--- config.mk ---
export PLATFORM = sky130hd
export DESIGN_NAME = id_ex_stage
export DESIGN_NICKNAME = d
export VERILOG_FILES = /design/src/rtl/pipe_pkg.sv /design/src/rtl/fwd_mux.sv /design/src/rtl/id_ex_stage.sv
export SDC_FILE = /design/constraint.sdc
export NUM_CORES = 1
export LEC_CHECK = 0
export CORE_MARGIN = 10
export CORE_UTILIZATION = 41
export CTS_CLUSTER_SIZE = 10
export DETAILED_ROUTE_END_ITERATION = 16
export PLACE_DENSITY = 0.83
export RECOVER_POWER = 50
export SLEW_MARGIN = 20
export SYNTH_ARGS = -nofsm -noshare
export SYNTH_HDL_FRONTEND = slang
export SYNTH_SLANG_ARGS = --single-unit
--- constraint.sdc ---
create_clock -name clk -period 2.15 [get_ports clk]
set_input_delay 0.3225 -clock clk [delete_from_list [all_inputs] [get_ports clk]]
set_output_delay 0.3225 -clock clk [all_outputs]
set_load 0.005 [all_outputs]
--- src/rtl/pipe_pkg.sv ---
// ---------------------------------------------------------------------------
// pipe_pkg
//   Shared definitions for the ID/EX pipeline slice. This file holds the
//   datapath widths, the bit layout of the decoded control bundle, and the
//   forwarding-source selector used by fwd_mux.
// ---------------------------------------------------------------------------
package pipe_pkg;

  localparam int DATA_W = 32;
  localparam int REG_AW = 5;
  localparam int CTRL_W = 12;

  // Bit layout of the decoded control bundle.
  localparam int REGWRITE_BIT = 0;
  localparam int ALUSRC_BIT   = 1;
  localparam int MEMWRITE_BIT = 2;
  localparam int MEMREAD_BIT  = 3;
  localparam int ALUOP_LSB    = 4;
  localparam int ALUOP_MSB    = 5;

  // Where an operand comes from after forwarding.
  typedef enum logic [1:0] {
    FWD_ZERO = 2'd0,
    FWD_EXM  = 2'd1,
    FWD_WB   = 2'd2,
    FWD_RF   = 2'd3
  } fwd_sel_e;

endpackage

--- src/rtl/fwd_mux.sv ---
// ---------------------------------------------------------------------------
// fwd_mux
//   This block selects one operand after forwarding. Register 0 always reads
//   as zero. The EX/MEM result has priority over the MEM/WB result, and the
//   MEM/WB result has priority over the register file value.
// Ports
//   src_i      source register number
//   rf_data_i  register file read data for src_i
//   exm_*_i    EX/MEM result (write enable, register, data)
//   wb_*_i     MEM/WB result (write enable, register, data)
//   operand_o  forwarded operand
// ---------------------------------------------------------------------------
module fwd_mux #(
  parameter int DATA_W = 32,
  parameter int REG_AW = 5
) (
  input  logic [REG_AW-1:0] src_i,
  input  logic [DATA_W-1:0] rf_data_i,
  input  logic              exm_we_i,
  input  logic [REG_AW-1:0] exm_reg_i,
  input  logic [DATA_W-1:0] exm_data_i,
  input  logic              wb_we_i,
  input  logic [REG_AW-1:0] wb_reg_i,
  input  logic [DATA_W-1:0] wb_data_i,
  output logic [DATA_W-1:0] operand_o
);
  import pipe_pkg::*;

  fwd_sel_e sel_s;

  // Priority select. Because the src_i==0 test comes first, a write to
  // register 0 is never forwarded.
  always_comb begin
    sel_s = FWD_RF;
    if (src_i == {REG_AW{1'b0}}) begin
      sel_s = FWD_ZERO;
    end else if (exm_we_i && (exm_reg_i == src_i)) begin
      sel_s = FWD_EXM;
    end else if (wb_we_i && (wb_reg_i == src_i)) begin
      sel_s = FWD_WB;
    end else begin
      sel_s = FWD_RF;
    end
  end

  // Operand data mux.
  always_comb begin
    operand_o = rf_data_i;
    case (sel_s)
      FWD_ZERO: operand_o = {DATA_W{1'b0}};
      FWD_EXM:  operand_o = exm_data_i;
      FWD_WB:   operand_o = wb_data_i;
      FWD_RF:   operand_o = rf_data_i;
      default:  operand_o = rf_data_i;
    endcase
  end

endmodule

--- src/rtl/id_ex_stage.sv ---
// ---------------------------------------------------------------------------
// id_ex_stage
//   This is the ID/EX pipeline register. It sits directly after the register
//   file read ports. It captures the forwarded operands, the sign-extended
//   immediate, the destination register and the control bundle. It detects
//   load-use hazards and inserts one bubble for each. It uses a valid/ready
//   handshake on both sides and keeps a saturating stall counter.
// Ports
//   clk, reset                 clock, async active-low reset
//   id_valid/id_ready          decode-side handshake
//   id_rs/id_rt/id_uses_rt     source registers, rt-is-a-source flag
//   id_rd/id_imm/id_ctrl       destination, raw immediate, control bundle
//   rf_data_1/rf_data_2        register file read data (rs, rt)
//   exm_*, wb_*                forwarding sources
//   flush                      squash held and offered instruction
//   ex_valid/ex_ready          execute-side handshake
//   ex_op_a/ex_op_b/ex_imm     registered operands and immediate
//   ex_rd/ex_ctrl              registered destination and control
//   stall_cnt                  saturating stall-cycle counter
// ---------------------------------------------------------------------------
module id_ex_stage #(
  parameter int DATA_W      = 32,
  parameter int REG_AW      = 5,
  parameter int CTRL_W      = 12,
  parameter int MEMREAD_BIT = 3
) (
  input  logic              clk,
  input  logic              reset,
  input  logic              id_valid,
  output logic              id_ready,
  input  logic [REG_AW-1:0] id_rs,
  input  logic [REG_AW-1:0] id_rt,
  input  logic              id_uses_rt,
  input  logic [REG_AW-1:0] id_rd,
  input  logic [15:0]       id_imm,
  input  logic [CTRL_W-1:0] id_ctrl,
  input  logic [DATA_W-1:0] rf_data_1,
  input  logic [DATA_W-1:0] rf_data_2,
  input  logic              exm_we,
  input  logic [REG_AW-1:0] exm_reg,
  input  logic [DATA_W-1:0] exm_data,
  input  logic              wb_we,
  input  logic [REG_AW-1:0] wb_reg,
  input  logic [DATA_W-1:0] wb_data,
  input  logic              flush,
  output logic              ex_valid,
  input  logic              ex_ready,
  output logic [DATA_W-1:0] ex_op_a,
  output logic [DATA_W-1:0] ex_op_b,
  output logic [DATA_W-1:0] ex_imm,
  output logic [REG_AW-1:0] ex_rd,
  output logic [CTRL_W-1:0] ex_ctrl,
  output logic [31:0]       stall_cnt
);

  logic              ex_valid_q, ex_valid_d;
  logic [DATA_W-1:0] ex_op_a_q,  ex_op_a_d;
  logic [DATA_W-1:0] ex_op_b_q,  ex_op_b_d;
  logic [DATA_W-1:0] ex_imm_q,   ex_imm_d;
  logic [REG_AW-1:0] ex_rd_q,    ex_rd_d;
  logic [CTRL_W-1:0] ex_ctrl_q,  ex_ctrl_d;
  logic [31:0]       stall_q,    stall_d;

  logic [DATA_W-1:0] fwd_a_s, fwd_b_s;
  logic              hazard_s;
  logic              accept_s;

  fwd_mux #(.DATA_W(DATA_W), .REG_AW(REG_AW)) u_fwd_a (
    .src_i(id_rs), .rf_data_i(rf_data_1),
    .exm_we_i(exm_we), .exm_reg_i(exm_reg), .exm_data_i(exm_data),
    .wb_we_i(wb_we), .wb_reg_i(wb_reg), .wb_data_i(wb_data),
    .operand_o(fwd_a_s)
  );

  fwd_mux #(.DATA_W(DATA_W), .REG_AW(REG_AW)) u_fwd_b (
    .src_i(id_rt), .rf_data_i(rf_data_2),
    .exm_we_i(exm_we), .exm_reg_i(exm_reg), .exm_data_i(exm_data),
    .wb_we_i(wb_we), .wb_reg_i(wb_reg), .wb_data_i(wb_data),
    .operand_o(fwd_b_s)
  );

  // Load-use hazard. A load in EX whose result an offered source needs.
  // The check against rt applies only when rt is a real source.
  always_comb begin
    hazard_s = ex_valid_q && ex_ctrl_q[MEMREAD_BIT] &&
               (ex_rd_q != {REG_AW{1'b0}}) &&
               ((ex_rd_q == id_rs) || (id_uses_rt && (ex_rd_q == id_rt)));
    id_ready = (!ex_valid_q || ex_ready) && !hazard_s;
    // flush discards any transfer, even though id_ready is still reported.
    accept_s = id_valid && id_ready && !flush;
  end

  // Next-state logic for the EX register. flush has priority, then accept,
  // then hold. Otherwise the slot drains.
  always_comb begin
    ex_valid_d = ex_valid_q;
    ex_op_a_d  = ex_op_a_q;
    ex_op_b_d  = ex_op_b_q;
    ex_imm_d   = ex_imm_q;
    ex_rd_d    = ex_rd_q;
    ex_ctrl_d  = ex_ctrl_q;
    if (flush) begin
      ex_valid_d = 1'b0;
    end else if (accept_s) begin
      ex_valid_d = 1'b1;
      ex_op_a_d  = fwd_a_s;
      ex_op_b_d  = fwd_b_s;
      ex_imm_d   = {{(DATA_W-16){id_imm[15]}}, id_imm};
      ex_rd_d    = id_rd;
      ex_ctrl_d  = id_ctrl;
    end else if (ex_valid_q && !ex_ready) begin
      // Hold without re-forwarding. The captured operands stay as they are.
      ex_valid_d = 1'b1;
    end else begin
      // Consumed or empty with nothing accepted. This is also the hazard bubble.
      ex_valid_d = 1'b0;
    end
  end

  // Stall counter. Flushed cycles are not counted. It saturates at all-ones.
  always_comb begin
    stall_d = stall_q;
    if (id_valid && !id_ready && !flush && (stall_q != 32'hFFFF_FFFF)) begin
      stall_d = stall_q + 32'd1;
    end else begin
      stall_d = stall_q;
    end
  end

  // State registers. Reset drops any held instruction at once.
  always_ff @(posedge clk or negedge reset) begin
    if (!reset) begin
      ex_valid_q <= 1'b0;
      ex_op_a_q  <= {DATA_W{1'b0}};
      ex_op_b_q  <= {DATA_W{1'b0}};
      ex_imm_q   <= {DATA_W{1'b0}};
      ex_rd_q    <= {REG_AW{1'b0}};
      ex_ctrl_q  <= {CTRL_W{1'b0}};
      stall_q    <= 32'd0;
    end else begin
      ex_valid_q <= ex_valid_d;
      ex_op_a_q  <= ex_op_a_d;
      ex_op_b_q  <= ex_op_b_d;
      ex_imm_q   <= ex_imm_d;
      ex_rd_q    <= ex_rd_d;
      ex_ctrl_q  <= ex_ctrl_d;
      stall_q    <= stall_d;
    end
  end

  assign ex_valid  = ex_valid_q;
  assign ex_op_a   = ex_op_a_q;
  assign ex_op_b   = ex_op_b_q;
  assign ex_imm    = ex_imm_q;
  assign ex_rd     = ex_rd_q;
  assign ex_ctrl   = ex_ctrl_q;
  assign stall_cnt = stall_q;

endmodule
Word-level counts from Yosys, hierarchy flattened
Cells that the tools add are included.
{ "totals": {"out_inout_bits": 147, "elab_cells": 61, "register_bits": 130, "in_bits": 189} }
{ "classes": {"bitwise_logic": 1, "reduce_logical": 28, "mux": 11, "addsub": 1, "eq_ne": 13} }
{ "op_table": {"columns": ["operator", "n"], "rows": [
  ["case mux 32 bit (4 select lines)", 2],
  ["adder 32 x 1 -> 32 bit, second input constant", 1],
  ["inequality test 32 bit, second input constant", 1],
  ["== test 5 bit", 6],
  ["logical AND 1 bit", 15],
  ["logical NOT 5 bit", 2],
  ["== test 2 bit, second input constant", 4],
  ["2-to-1 mux 2 bit", 4],
  ["logical NOT 1 bit", 5],
  ["2-to-1 mux 1 bit", 5],
  ["nonzero test 5 bit", 1],
  ["== test 2 x 1 -> 1 bit, second input constant", 2],
  ["logical NOT 2 bit", 2],
  ["logical OR 1 bit", 2],
  ["AND reduction 2 bit", 1],
  ["inverter 1 bit", 1]
]} }

Depth between registers and ports, before layout
{ "depth": {"ltp_word": 10, "ltp_mapped": 9, "ltp_nobuf": 7} }

Hierarchy
A second synthesis with hierarchy kept.
{ "unflattened": {"cells_unflattened": 755, "area_unflattened_um2": 7840.0} }
{ "by_module_without_submodules": {"columns": ["module", "area_each_um2", "cells_each", "seq_area_each_um2", "n_inst"], "rows": [
  ["id_ex_stage", 5537.8, 401, 3253.1, 1],
  ["fwd_mux", 1151.1, 177, 0.0, 2]
]} }

Worst setup path after synthesis
Ideal clock, no wire load.
{ "synth_path": {"path_kind": "reg2reg", "from": "reg stall_q[0] (netlist: stall_cnt[0])", "to": "reg stall_q[30] (netlist: stall_cnt[30])", "t_arrival_ps": 1946, "stages_incl_launch_ff": 9, "period_less_slack_ps": 2025, "setup_slack_ps": 125, "path_cell_list": "dfrtp_1 -> ha_1 -> and4_1 -> buf_2 -> nand4_1 -> or4_1 -> o21a_1 -> nor3_2 -> xor2_1"} }
{ "synth_between": {"elab_chain_len": 2, "word_cells_on_any_way": 3} }
{ "synth_lines": {"columns": ["item", "line", "source"], "rows": [
  ["start: declaration", "id_ex_stage.sv:62", "logic [31:0] stall_q, stall_d;"],
  ["start signal: assignment", "id_ex_stage.sv:147", "stall_q <= stall_d;"],
  ["branches (longest 2 deep; another with adder 32 x 1 -> 32 bit)", null, null]
]} }
Parallel ways; which one is timed is not known.
A chain may end at the register's enable or synchronous reset.

Worst setup path in the final report
{ "layout_path": {"from": "reg ex_rd_q[2] (netlist: ex_rd[2])", "to": "reg ex_op_b_q[6] (netlist: ex_op_b[6])"} }
{ "layout_between": {"elab_chain_len": 9, "word_cells_on_any_way": 12} }
{ "layout_lines": {"columns": ["item", "line", "source"], "rows": [
  ["start: declaration", "id_ex_stage.sv:60", "logic [REG_AW-1:0] ex_rd_q, ex_rd_d;"],
  ["start signal: assignment", "id_ex_stage.sv:137", "ex_rd_q <= {REG_AW{1'b0}};"],
  ["start signal: assignment", "id_ex_stage.sv:145", "ex_rd_q <= ex_rd_d;"],
  ["== test 5 bit", "id_ex_stage.sv:87", "((ex_rd_q == id_rs) || (id_uses_rt && (ex_rd_q == id_rt)));"],
  ["logical AND 1 bit", "id_ex_stage.sv:87", null],
  ["logical OR 1 bit", "id_ex_stage.sv:87", null],
  ["logical AND 1 bit *", "id_ex_stage.sv:86", "(ex_rd_q != {REG_AW{1'b0}}) &&"],
  ["logical NOT 1 bit *", "id_ex_stage.sv:88", "id_ready = (!ex_valid_q || ex_ready) && !hazard_s;"],
  ["logical AND 1 bit *", "id_ex_stage.sv:88", null],
  ["logical AND 1 bit * (2 in a row)", "id_ex_stage.sv:90", "accept_s = id_valid && id_ready && !flush;"],
  ["AND reduction 2 bit (no line) *", null, null],
  ["end signal: assignment", "id_ex_stage.sv:135", "ex_op_b_q <= {DATA_W{1'b0}};"],
  ["end signal: assignment", "id_ex_stage.sv:143", "ex_op_b_q <= ex_op_b_d;"],
  ["end: declaration", "id_ex_stage.sv:58", "logic [DATA_W-1:0] ex_op_b_q, ex_op_b_d;"]
]} }
Every way passes the cells marked *; elsewhere a longest branch is shown, timed or not.

==> reports/qor.csv <==
stage;metric;value;unit
yosys;Yosys top cell by area;dfrtp_1;
clock_network;clk buf depth;2;
clock_network;CTS tree;done;
power_and_ir_drop;total power;8.414;mW
yosys;Seq cells post-synth;130;
sta;relative slew slack;19.86;%
setup_path;CP Launch Type;register;
power_and_ir_drop;pwr/cell area;697.7;nW/um^2
clock_network;CTS root buf;clkbuf_16;
floorplan;die height;149.7;um
status;status;finished, violations left;
routing;Post-Route WL;30.39;mm
sta;fin crit period;2247;ps
floorplan;# rows;47;
grt;gr ovfl total;0;
grt;Tot GR Track Use;25.03;%
layout;register area;3257;sq um
floorplan;Initial Utilization;41.77;%
sta;clk_skew;7.725;ps
power_and_ir_drop;part of the power in the clock network;36.5;%
power_and_ir_drop;Flop pwr share;35.9;%
sta;min setup slack post-route;-96.75;ps
grt;met1 Track Usage GR;28.66;%
grt;met3 GRT Util;7.729;%
setup_path;largest fanout on the critical path;9;
floorplan;core area;16520;sq um
placed_design;gpl congestion;0.8673;
layout;layout cells sized above 1;18.27;%
floorplan;I/O pin count;336;
power_and_ir_drop;net switching power;2.255;mW
layout;post-layout instance area;12060;sq um
power_and_ir_drop;Leak;4.884;nW
setup_path;CP Class;reg2reg;
sta;Final setup violation count;86;
grt;met2 usage;43.07;%
yosys;syn_area_per_cell;10.80;sq um
grt;antenna violations before repair;2;
setup_path;Critical Path Sink Type;register;
power_and_ir_drop;Internal;6.158;mW
yosys;top post-synthesis cells by area;dfrtp_1 (47%), mux2i_1 (9.3%), a22o_1 (8.1%), mux2_2 (5.5%), xnor2_1 (5.1%);
grt;first-pass GRT wire length;43.15;mm
clock_network;clock sink count;130;
placed_design;placed cell areas;10780;sq um
sta;post-route clock period utilization;104.5;%
setup_path;CP required;2510;ps
grt;global-route layer with the greatest usage;met2;
grt;largest net degree at the start of global routing;50;
placed_design;placed cells;1197;
clock_network;Worst-Skew Late Latency;420;ps
run;number of max-cap violations;0;
power_and_ir_drop;VDD IR max;0.5760;mV
min_path;Hold WC Path Type;reg2reg;
routing;drt first pass iters;7;
yosys;Synth cell types;35;
sta;hold slack;501.2;ps
routing;Iteration-0 DRC Markers;472;
yosys;cell count after synthesis;639;
sta;TNS Setup;-4642;ps
sta;Fin. Hold Viols;0;
power_and_ir_drop;Gate power share;27.6;%
yosys;share of the yosys chip area belonging to registers;47.14;%
layout;Post-layout nets;1217;
routing;DRC viols;0;
grt;number of global-route vias before repair;7162;
routing;antenna viol nets, final;0;
yosys;top cell type's share of synthesized area;47.14;%
floorplan;die area;22420;sq um
placed_design;dpl hpwl;21.07;mm
setup_path;Crit path arrival time;2600;ps
placed_design;dpl ws;-500.3;ps
layout;fillers;1106;
clock_network;clock-pin slew on the worst setup and hold paths;60;ps
routing;wire per inst;24.08;um
layout;Layout Cells excl Fill;1262;
yosys;Mapped Area;6902;sq um
routing;vias per cell;5.507;
sta;max-slew violation count;0;
layout;post-layout util;72.98;%
sta;worst-margin pin slew;1202;ps
clock_network;CTS H-Tree Depth;4;
status;failing checks;setup timing;
placed_design;PortBufs;335;
yosys;Yosys warning total;0;
sta;RSZ-0062 raised after global routing;true;
sta;FMAX;445.1;MHz
layout;Multi-input gate area;3466;sq um
floorplan;Die W;149.7;um
layout;area grow syn2layout;74.73;%
power_and_ir_drop;Sw Share;26.81;%
routing;via count of the routed design;6950;
clock_network;TritonCTS buffer count;17;
yosys;synthesized net count;829;
## path summary, 6_finish.rpt
kind	startpoint	end	slack, ps	depth (start not counted)
setup / recovery	ex_rd[2]	ex_op_b[6]	-100	9
hold / removal	ex_imm[10]	ex_imm[10]	500	1
setup reg to reg	ex_rd[2]	ex_op_b[6]	-100	9
hold reg to reg	ex_imm[10]	ex_imm[10]	500	1
max in group asynchronous	reset	stall_cnt[13]	380	3
min in group asynchronous	reset	ex_op_a[25]	690	2
## critical path, stage by stage, from the launching register on
cell	delay, ps
dfrtp_1	380
or4_4	540
o211ai_4	250
buf_6	150
o211ai_4	80
buf_12	170
buf_12	130
a21oi_4	180
buf_6	170
a22o_1	140
## cells in the mapped netlist, drive strengths merged
library cell    n
o311ai          1
o21a            1
xnor2          40
a21bo           1
dfrtp         130
or3             2
a22o           64
a211oi          1
buf            42
and3b           1
nand2b          2
o22a            1
o21ai          66
nor4            5
nand3          14
o211ai          2
inv             1
nand2          74
nor3            3
nor2            9
nand4          17
and4            5
mux2i          64
a21oi           2
nor2b           3
clkbuf         17
mux2           34
or4             2
and3           13
xor2           21
ha              1
## power by group through the flow
| stage | sequential, mW | combinational [mW] | clock [mW] |
|---|---|---|---|
| floorplan | 3.05 | 0.647 | 0 |
| global placement | 3.03 | 2.10 | 0 |
| detailed placement | 3.04 | 2.14 | 0 |
| CTS | 3.01 | 2.26 | 3.10 |
| global route | 3.05 | 2.46 | 3.21 |
| finish | 3.02 | 2.32 | 3.07 |
## cell families (layout without fill, tap and decap cells)
group | count (synthesis) | after routing | share of synthesized area (%)
XOR/XNOR | 61 | 61 | 7.741
AND/OR/NAND/NOR | 150 | 150 | 10.61
adder cells (fa/ha/maj) | 1 | 1 | 0.1813
multiplexers | 98 | 98 | 14.83
flip-flops | 130 | 130 | 47.14
buffers and inverters | 60 | 459 | 5.058
other | 0 | 2 | 0
AO/OA/AOI/OAI | 139 | 141 | 14.45
## state kept, by name (all words and copies together), names as in the netlist
name,flops
ex_valid,1
stall_cnt,32
ex_rd,5
ex_ctrl,12
ex_op_a,32
ex_imm,16
ex_op_b,32
## layout make-up
class                           count  area share (%)
Clock buffer                       18           3.642
Sequential cell                   130           27.01
Multi-Input combinational cell    451           28.74
Tap cell                          220           2.283
Timing Repair Buffer              426           36.76
Inverter                            1         0.03113
Clock inverter                     14           1.494
Antenna cell                        2         0.04150
## layout by cell type (no fill, tap or decap), types with 9 or more instances in the layout
master / synthesis / layout
mux2i_1: 64 / 64
clkbuf_16: 0 / 21
buf_4: 26 / 48
and3_1: 13 / 9
nand3_1: 14 / 14
xor2_1: 21 / 21
buf_12: 0 / 15
xnor2_1: 40 / 34
a22o_1: 64 / 63
o21ai_0: 66 / 66
dfrtp_1: 130 / 127
clkdlybuf4s50_1: 0 / 316
nand2_1: 74 / 74
nand4_1: 17 / 17
dlygate4sd3_1: 0 / 17
buf_6: 1 / 19
mux2_2: 34 / 33
## what timing repair did
item                                    4_1_cts  5_1_grt
gates cloned                                  4        8
resized for setup                            28       35
endpoints found under the hold margin        40        0
endpoints found under the setup margin      100      119
pin swaps                                     5       33
hold buffers                                  1        0
buffers inserted                             15        4
## routing by layer
layer  routed length, um  vias up
met4                 843        0
met3                3242       51
met5                   0        -
li1                    -     3096
met1               11060     3416
met2               15250      387
No activity file was read; power rests on OpenSTA's default activity.
